## src/rtl/gshare_btb_predictor.sv

```systemverilog
`default_nettype none
// +--------------------------------------------------------------------------+
// | Module      : gshare_btb_predictor                                       |
// | Description : Fetch-stage branch predictor. A gshare pattern history     |
// |               table (PC xor global history) and a direct-mapped tagged   |
// |               BTB give a same-cycle taken/target prediction. The tables  |
// |               train from EX, and EX repairs the global history on a      |
// |               mispredict.                                                |
// | Options     : define BPU_STATS_EN to add saturating 16-bit branch and    |
// |               mispredict counters (stat_branches_o, stat_mispredicts_o). |
// | Revision    : 1.0 - initial release                                      |
// +--------------------------------------------------------------------------+
module gshare_btb_predictor #(
  parameter int PC_W      = 5,  // word-address width of PC and targets
  parameter int GHR_W     = 5,  // history bits, 2 <= GHR_W <= PC_W
  parameter int CTR_W     = 2,  // PHT counter width, >= 2
  parameter int BTB_IDX_W = 3   // BTB index bits, BTB_IDX_W < PC_W
) (
  input  logic             clk_i,
  input  logic             reset_ni,        // asynchronous, active-low
  // fetch-side lookup
  input  logic             fetch_valid_i,
  input  logic [PC_W-1:0]  fetch_pc_i,
  output logic             pred_taken_o,
  output logic [PC_W-1:0]  pred_target_o,
  output logic [GHR_W-1:0] pred_ghr_o,
  // execute-side resolution
  input  logic             upd_valid_i,
  input  logic [PC_W-1:0]  upd_pc_i,
  input  logic [GHR_W-1:0] upd_ghr_i,
  input  logic             upd_taken_i,
  input  logic [PC_W-1:0]  upd_target_i,
  input  logic             upd_mispredict_i
`ifdef BPU_STATS_EN
  ,
  output logic [15:0]      stat_branches_o,
  output logic [15:0]      stat_mispredicts_o
`endif
);

  localparam int PHT_N = 1 << GHR_W;
  localparam int BTB_N = 1 << BTB_IDX_W;
  localparam int TAG_W = PC_W - BTB_IDX_W;

  // Counters start weakly not-taken so a single taken outcome flips them.
  localparam logic [CTR_W-1:0] CTR_INIT = CTR_W'((1 << (CTR_W - 1)) - 1);
  localparam logic [CTR_W-1:0] CTR_MAX  = {CTR_W{1'b1}};
  localparam logic [CTR_W-1:0] CTR_MIN  = '0;

  // --------------------------------------------------------------------------
  // Predictor state
  // --------------------------------------------------------------------------
  logic [GHR_W-1:0] ghr_q, ghr_d;
  logic [CTR_W-1:0] pht_q [PHT_N];
  logic [BTB_N-1:0] btb_valid_q;
  logic [TAG_W-1:0] btb_tag_q [BTB_N];
  logic [PC_W-1:0]  btb_tgt_q [BTB_N];

  // --------------------------------------------------------------------------
  // Lookup: purely combinational from registered state, so an update in the
  // same cycle is only seen by the following lookup.
  // --------------------------------------------------------------------------
  logic [GHR_W-1:0]     w_pidx;
  logic [BTB_IDX_W-1:0] w_bidx;
  logic [TAG_W-1:0]     w_btag;
  logic [CTR_W-1:0]     w_ctr_rd;
  logic                 w_hit;

  assign w_pidx   = fetch_pc_i[GHR_W-1:0] ^ ghr_q;
  assign w_bidx   = fetch_pc_i[BTB_IDX_W-1:0];
  assign w_btag   = fetch_pc_i[PC_W-1:BTB_IDX_W];
  assign w_ctr_rd = pht_q[w_pidx];
  assign w_hit    = btb_valid_q[w_bidx] && (btb_tag_q[w_bidx] == w_btag);

  // A PC with no BTB entry is never predicted taken: there is no target.
  assign pred_taken_o  = w_hit && w_ctr_rd[CTR_W-1];
  assign pred_target_o = w_hit ? btb_tgt_q[w_bidx] : '0;
  assign pred_ghr_o    = ghr_q;

  // --------------------------------------------------------------------------
  // Update-side indexing and counter arithmetic
  // --------------------------------------------------------------------------
  logic [GHR_W-1:0]     w_uidx;
  logic [BTB_IDX_W-1:0] w_ubidx;
  logic [TAG_W-1:0]     w_utag;
  logic [CTR_W-1:0]     w_ctr_old;
  logic [CTR_W-1:0]     w_ctr_new;

  assign w_uidx    = upd_pc_i[GHR_W-1:0] ^ upd_ghr_i;
  assign w_ubidx   = upd_pc_i[BTB_IDX_W-1:0];
  assign w_utag    = upd_pc_i[PC_W-1:BTB_IDX_W];
  assign w_ctr_old = pht_q[w_uidx];

  // Saturating increment/decrement of the trained counter.
  always_comb begin
    w_ctr_new = w_ctr_old;
    if (upd_taken_i) begin
      if (w_ctr_old != CTR_MAX) w_ctr_new = w_ctr_old + CTR_W'(1);
    end else begin
      if (w_ctr_old != CTR_MIN) w_ctr_new = w_ctr_old - CTR_W'(1);
    end
  end

  // --------------------------------------------------------------------------
  // Global history: a mispredict repair outranks the speculative shift, since
  // the PC being fetched in that cycle is about to be flushed.
  // --------------------------------------------------------------------------
  // Select the next history value.
  always_comb begin
    ghr_d = ghr_q;
    if (upd_valid_i && upd_mispredict_i) begin
      ghr_d = {upd_ghr_i[GHR_W-2:0], upd_taken_i};
    end else if (fetch_valid_i && w_hit) begin
      ghr_d = {ghr_q[GHR_W-2:0], pred_taken_o};
    end
  end

  // History register.
  always_ff @(posedge clk_i or negedge reset_ni) begin
    if (!reset_ni) begin
      ghr_q <= '0;
    end else begin
      ghr_q <= ghr_d;
    end
  end

  // PHT: reset every counter to weakly not-taken, train one entry per update.
  always_ff @(posedge clk_i or negedge reset_ni) begin
    if (!reset_ni) begin
      for (int i = 0; i < PHT_N; i++) begin
        pht_q[i] <= CTR_INIT;
      end
    end else if (upd_valid_i) begin
      pht_q[w_uidx] <= w_ctr_new;
    end
  end

  // BTB valid bits: cleared on reset, set when a taken branch is installed.
  always_ff @(posedge clk_i or negedge reset_ni) begin
    if (!reset_ni) begin
      btb_valid_q <= '0;
    end else if (upd_valid_i && upd_taken_i) begin
      btb_valid_q[w_ubidx] <= 1'b1;
    end
  end

  // BTB tag/target payload; meaningless while the valid bit is clear.
  always_ff @(posedge clk_i) begin
    if (upd_valid_i && upd_taken_i) begin
      btb_tag_q[w_ubidx] <= w_utag;
      btb_tgt_q[w_ubidx] <= upd_target_i;
    end
  end

`ifdef BPU_STATS_EN
  // --------------------------------------------------------------------------
  // Saturating resolution statistics
  // --------------------------------------------------------------------------
  logic [15:0] stat_br_q;
  logic [15:0] stat_mis_q;

  // Count resolved branches and mispredicts, holding at all-ones.
  always_ff @(posedge clk_i or negedge reset_ni) begin
    if (!reset_ni) begin
      stat_br_q  <= '0;
      stat_mis_q <= '0;
    end else begin
      if (upd_valid_i && (stat_br_q != 16'hFFFF)) begin
        stat_br_q <= stat_br_q + 16'd1;
      end
      if (upd_valid_i && upd_mispredict_i && (stat_mis_q != 16'hFFFF)) begin
        stat_mis_q <= stat_mis_q + 16'd1;
      end
    end
  end

  assign stat_branches_o    = stat_br_q;
  assign stat_mispredicts_o = stat_mis_q;
`endif

endmodule
`default_nettype wire

```

## config.mk

```make
export PLATFORM = sky130hd
export DESIGN_NAME = gshare_btb_predictor
export DESIGN_NICKNAME = d
export VERILOG_FILES = /design/src/rtl/gshare_btb_predictor.sv
export SDC_FILE = /design/constraint.sdc
export NUM_CORES = 1
export LEC_CHECK = 0
export ABC_CLOCK_PERIOD_IN_PS = 7070
export CAP_MARGIN = 20
export CORE_UTILIZATION = 55
export DETAILED_ROUTE_END_ITERATION = 6
export HOLD_SLACK_MARGIN = 0.03
export PLACE_DENSITY = 0.75
export SYNTH_ARGS = -nofsm -noshare
export SYNTH_HDL_FRONTEND = slang
export SYNTH_SLANG_ARGS = --single-unit
```

## constraint.sdc

```tcl
create_clock -name clk_i -period 7.07 [get_ports clk_i]
set_input_delay 1.414 -clock clk_i [delete_from_list [all_inputs] [get_ports clk_i]]
set_output_delay 1.414 -clock clk_i [all_outputs]
set_load 0.03 [all_outputs]
```

==> Word-level counts from Yosys, hierarchy flattened <==
Memory sizes are Yosys's and may differ from the RTL's.
Index checks and enable logic that the tools add are counted.
{ "op_classes": {"n_addsub": 2, "order_cmp": 6, "n_eq_ne": 2, "n_mux": 21, "n_bitwise": 5, "n_reduce_logical": 9} }
{ "op_table": {"columns": ["cell", "count"], "rows": [
  ["$bwmux W64", 1],
  ["$bmux W2 S5", 2],
  ["$mux W2", 8],
  ["$mux W5", 3],
  ["$ge A6 B6 Y1 const B", 2],
  ["$not A5 Y6", 2],
  ["$demux W2 S5", 1],
  ["$xor A5 B5 Y5", 2],
  ["$lt A3 B4 Y1 const B", 2],
  ["$or A8 B8 Y8", 1],
  ["$logic_and A1 B1 Y1", 7],
  ["$lt A6 B1 Y1 const B", 1],
  ["$mux W1", 4],
  ["$reduce_bool A2 Y1", 2],
  ["$bmux W1 S3", 1],
  ["$demux W1 S3", 1],
  ["$ge A3 B1 Y1 const B", 1],
  ["$add A2 B1 Y2 const B", 1],
  ["$eq A2 B2 Y1", 1],
  ["$ne A2 B2 Y1 const B", 1],
  ["$sub A2 B1 Y2 const B", 1]
]} }
{ "word_totals": {"ff_bits": 77, "ramBits": 56, "word_cells": 81, "mem_count": 2} }
{ "memory_table": {"columns": ["memory", "depth", "word_bits", "rd", "rd_clocked_by_memory_dff", "wr", "line_no", "source"], "rows": [
  ["btb_tgt_q", 8, 5, 1, 0, 1, "57", "logic [PC_W-1:0] btb_tgt_q [BTB_N];"],
  ["btb_tag_q", 8, 2, 1, 0, 1, "56", "logic [TAG_W-1:0] btb_tag_q [BTB_N];"]
]} }

==> Longest topological paths before layout <==
{ "logic_depth": {"word_depth": 9, "depth_mapped": 10, "mapped_depth_nobuf": 7} }

==> Worst setup path after synthesis <==
No wires, ideal clock.
{ "synth_timing": {"kind": "input port to output port", "start": "input fetch_pc_i[0]", "end": "output pred_taken_o", "arrival_time_ns": 3.144, "required_time_ns": 5.656, "setup_slack_ns": 2.512, "cell_stages": 7, "n_path_buf": 1, "cell_sequence": "buf_4 xor2_2 mux4_2 mux2i_1 mux2i_1 mux2i_1 nor2_1"} }
{ "synth_between": {"elab_chain_cells": 6, "elab_cells_between_ends": 11, "cone_classes": "eq/ne: 1; mux: 5; bitwise: 2; reduce/logical: 2; memory: 1"} }
{ "synth_rtl": {"columns": ["item", "line_no", "source"], "rows": [
  ["start: declaration", "23", "input logic [PC_W-1:0] fetch_pc_i,"],
  ["$xor A5 B5 Y5", "69", "assign w_pidx = fetch_pc_i[GHR_W-1:0] ^ ghr_q;"],
  ["$not A5 Y6 (implied by the code)", "72", "assign w_ctr_rd = pht_q[w_pidx];"],
  ["$bmux W2 S5", "72", null],
  ["$mux W2 (implied by the code) (2 in series)", "72", null],
  ["$logic_and A1 B1 Y1 (*)", "76", "assign pred_taken_o = w_hit && w_ctr_rd[CTR_W-1];"],
  ["end: declaration", "24", "output logic pred_taken_o,"]
]} }
Mark *: on every way between the ends. The rest lies on a longest branch, timed or not. The select of a mux whose other input is x is not followed.

==> Worst setup path after layout <==
Ends and elaborated chain as after synthesis.

==> results.cfg <==
[sta]
setup_tns_ns = 0
finalSetupViolations = 0
relSlewSlack_pct = 34.4
slew_viol_final = 0
layout_min_cycle_time_ns = 5.85
timing.fmax_mhz = 171
finClkSkew_ns = 0.00864
finalHoldViolCount = 0
rsz0062_at_grt = false
tightest_slew_ns = 0.983
layout_worst_path_cycle_share_pct = 82.7

[pwr]
power_density_nw_per_um2 = 356
p_leak_nw = 2.78
ir_worst_vdd_mv = 0.304

[drt]
first_iter_violations = 378
dr.pass1.iters = 5
wirelength_mm = 14.7
antenna_left = 0
via_per_inst = 6.15
vias = 4318
wl_per_cell_um = 21.0
drc = 0

[die]
start_util_pct = 56.9
dieArea_um2 = 11700
die_h_um = 108
core_area_um2 = 10900
die_w_um = 108
ios = 37
num_rows = 38

[status]
status = completed

[synth]
synth_fa_ha_area_share_pct = 0.362
synth_edf_count = 56
synthMuxAreaShare_pct = 16.6
synth_top_family_by_area = multiplexers
syn-num-nets = 533
yosysSeqAreaShare_pct = 58.7
synthXorXnorAreaFrac_pct = 2.82
synth_warnings = 0
synthCells = 507
syn_avg_cell_area_um2 = 12.3
yosys.area_share.simple_pct = 12.0
synth-main-ff-cell = edfxtp_1
synth_compound_area_share_pct = 7.85
async_flop_share_pct = 57.9
synth_area_um2 = 6220
synth-seq-cells = 133
yosysUniqueCellTypes = 39

[grt]
use_met3_pct = 7.47
grt_pass1_vias = 4262
antenna_found_initial = 0
grt_first_pass_wirelength_mm = 23.2
grt.total_usage_pct = 27.5
grt_overflow = 0
met1_usage_pct = 39.1
grtUsageMet2_pct = 41.2
grt-busiest-layer = met2
grt_max_degree = 78

[clock_tree]
cts_buffers = 17
cts_setup_buffers = 0
h-tree-depth = 4
path_clk_slew_ns = 0.05
cts_root_buf = clkbuf_16
cts_max_path_buffers = 2
ctsHoldBuffers = 0
cts_tree = built
insertion_delay_ns = 0.41
cts-resized-gates = 0
cts_num_sinks = 133

[layout]
drive_gt1_share_pct = 19.2
final_common_cell = nand2_1
antenna_cells = 0
stdcell_area_um2 = 7320
final_cell_mix = nand2_1 (111), o21ai_1 (60), edfxtp_1 (56)
syn2layout_area_growth_pct = 17.8
fin_nets = 575

[setup_path]
start_kind = input port
required_ns = 5.66
crit_fanout = 16
cp.arrival_ns = 4.44
worst_setup_path_end_kind = output port
regToRegSetupSlack_ns = 4.61
critical_path_class = in -> out

[worst_hold_path]
hp-class = reg -> reg

[placed_design]
post-dp-hpwl_mm = 10.2
io_buffers = 36
place_area_um2 = 6700
gp_congestion = 0.950

[flow_run]
drv_cap = 0
==> synth_stat cells (2+ instances only) <==
cell | instances | area, um2
xnor2_1 | 6 | 52.6
xor2_1 | 9 | 78.8
dfstp_2 | 32 | 841
mux4_2 | 25 | 563
buf_4 | 3 | 22.5
dfrtp_1 | 45 | 1130
nor4_1 | 2 | 12.5
and3_1 | 2 | 12.5
nand4_1 | 8 | 50.1
maj3_2 | 2 | 22.5
mux2i_1 | 47 | 470
o22ai_1 | 7 | 43.8
nor3_1 | 4 | 20.0
nand2b_1 | 3 | 18.8
o32ai_1 | 8 | 70.1
a21oi_1 | 4 | 20.0
o21ai_1 | 60 | 300
clkbuf_1 | 4 | 15.0
nand2_1 | 111 | 417
or2_2 | 8 | 50.1
o21ai_0 | 4 | 20.0
edfxtp_1 | 56 | 1680
buf_2 | 8 | 40.0
buf_1 | 4 | 15.0
nand3_1 | 4 | 20.0
nor2_1 | 28 | 105
==> power by group <==
| group | leakage, nW | internal [mW] | switching [mW] |
|---|---|---|---|
| Sequential | 1.41 | 1.03 | 0.132 |
| Clock | 0.297 | 0.598 | 0.318 |
| Combinational | 1.07 | 0.223 | 0.306 |
==> area by class of cell <==
class                   count  area (um2)
inverters                   1        3.75
well taps                 140         175
fillers                   768        3610
clock inverters            13         183
repair buffers             43         408
flip-flops and latches    133        3650
clock buffers              19         443
multi-input cells         353        2460
==> kinds of logic (layout without fill, tap and decap cells) <==
kind of cell    after synthesis  in the layout
simple gates                175            175
flops                       133            133
compound gates               87             87
xor+xnor                     17             17
mux                          72             72
fa+ha+maj                     2              2
buf+inv                      21             76
==> state kept, by name (all words and copies together), names as in the netlist <==
register	flops
pht_q	64
btb_tgt_q	40
pred_ghr_o	5
btb_tag_q	16
btb_valid_q	8
==> path summary, 6_finish.rpt <==
check / start / depth (start not counted) / endpoint
worst min register to register: pht_q[14]$_DFFE_PN1P_ / 2 / pht_q[14]$_DFFE_PN1P_
max in group asynchronous: reset_ni / 1 / btb_valid_q[4]$_DFFE_PN0P_
worst max register to register: pred_ghr_o[0]$_DFFE_PN0P_ / 7 / pred_ghr_o[0]$_DFFE_PN0P_
min in group asynchronous: reset_ni / 1 / pht_q[9]$_DFFE_PN0P_
worst max-delay path: fetch_pc_i[0] / 8 / pred_taken_o
worst min-delay path: pht_q[14]$_DFFE_PN1P_ / 2 / pht_q[14]$_DFFE_PN1P_
==> worst max-delay path, stage by stage <==
cell and delay [ns]:
clkdlybuf4s50_1 0.56, buf_4 0.35, mux4_2 0.55, mux2i_1 0.21, xor2_1 0.25, nand2b_1 0.25
nor2_1 0.17, clkdlybuf4s50_1 0.68
==> metal layers <==
metal | up-vias | part of all wire, % | wire [um]
li1 | 1952 | - | -
met1 | 2161 | 44 | 6520
met2 | 184 | 46 | 6830
met3 | 21 | 8.0 | 1180
met4 | 0 | 1.4 | 200
met5 | - | 0 | 0
==> metrics by stage <==
stage / worst slack [ns] / cells / total power [mW] / util [%] / hold WS (ns)
after floorplan: 2.51 / 507 / 1.50 / - / 0.434
after global placement: 1.31 / 669 / 1.67 / 61.2 / 0.449
after detailed placement: 1.16 / 670 / 1.70 / 61.2 / 0.451
after CTS: 1.17 / 702 / 2.62 / 67.0 / 0.464
after global routing: 1.09 / 702 / 2.73 / 67.0 / 0.472
final: 1.22 / 702 / 2.61 / 67.0 / 0.461
Power figures use the tool's default switching activity.
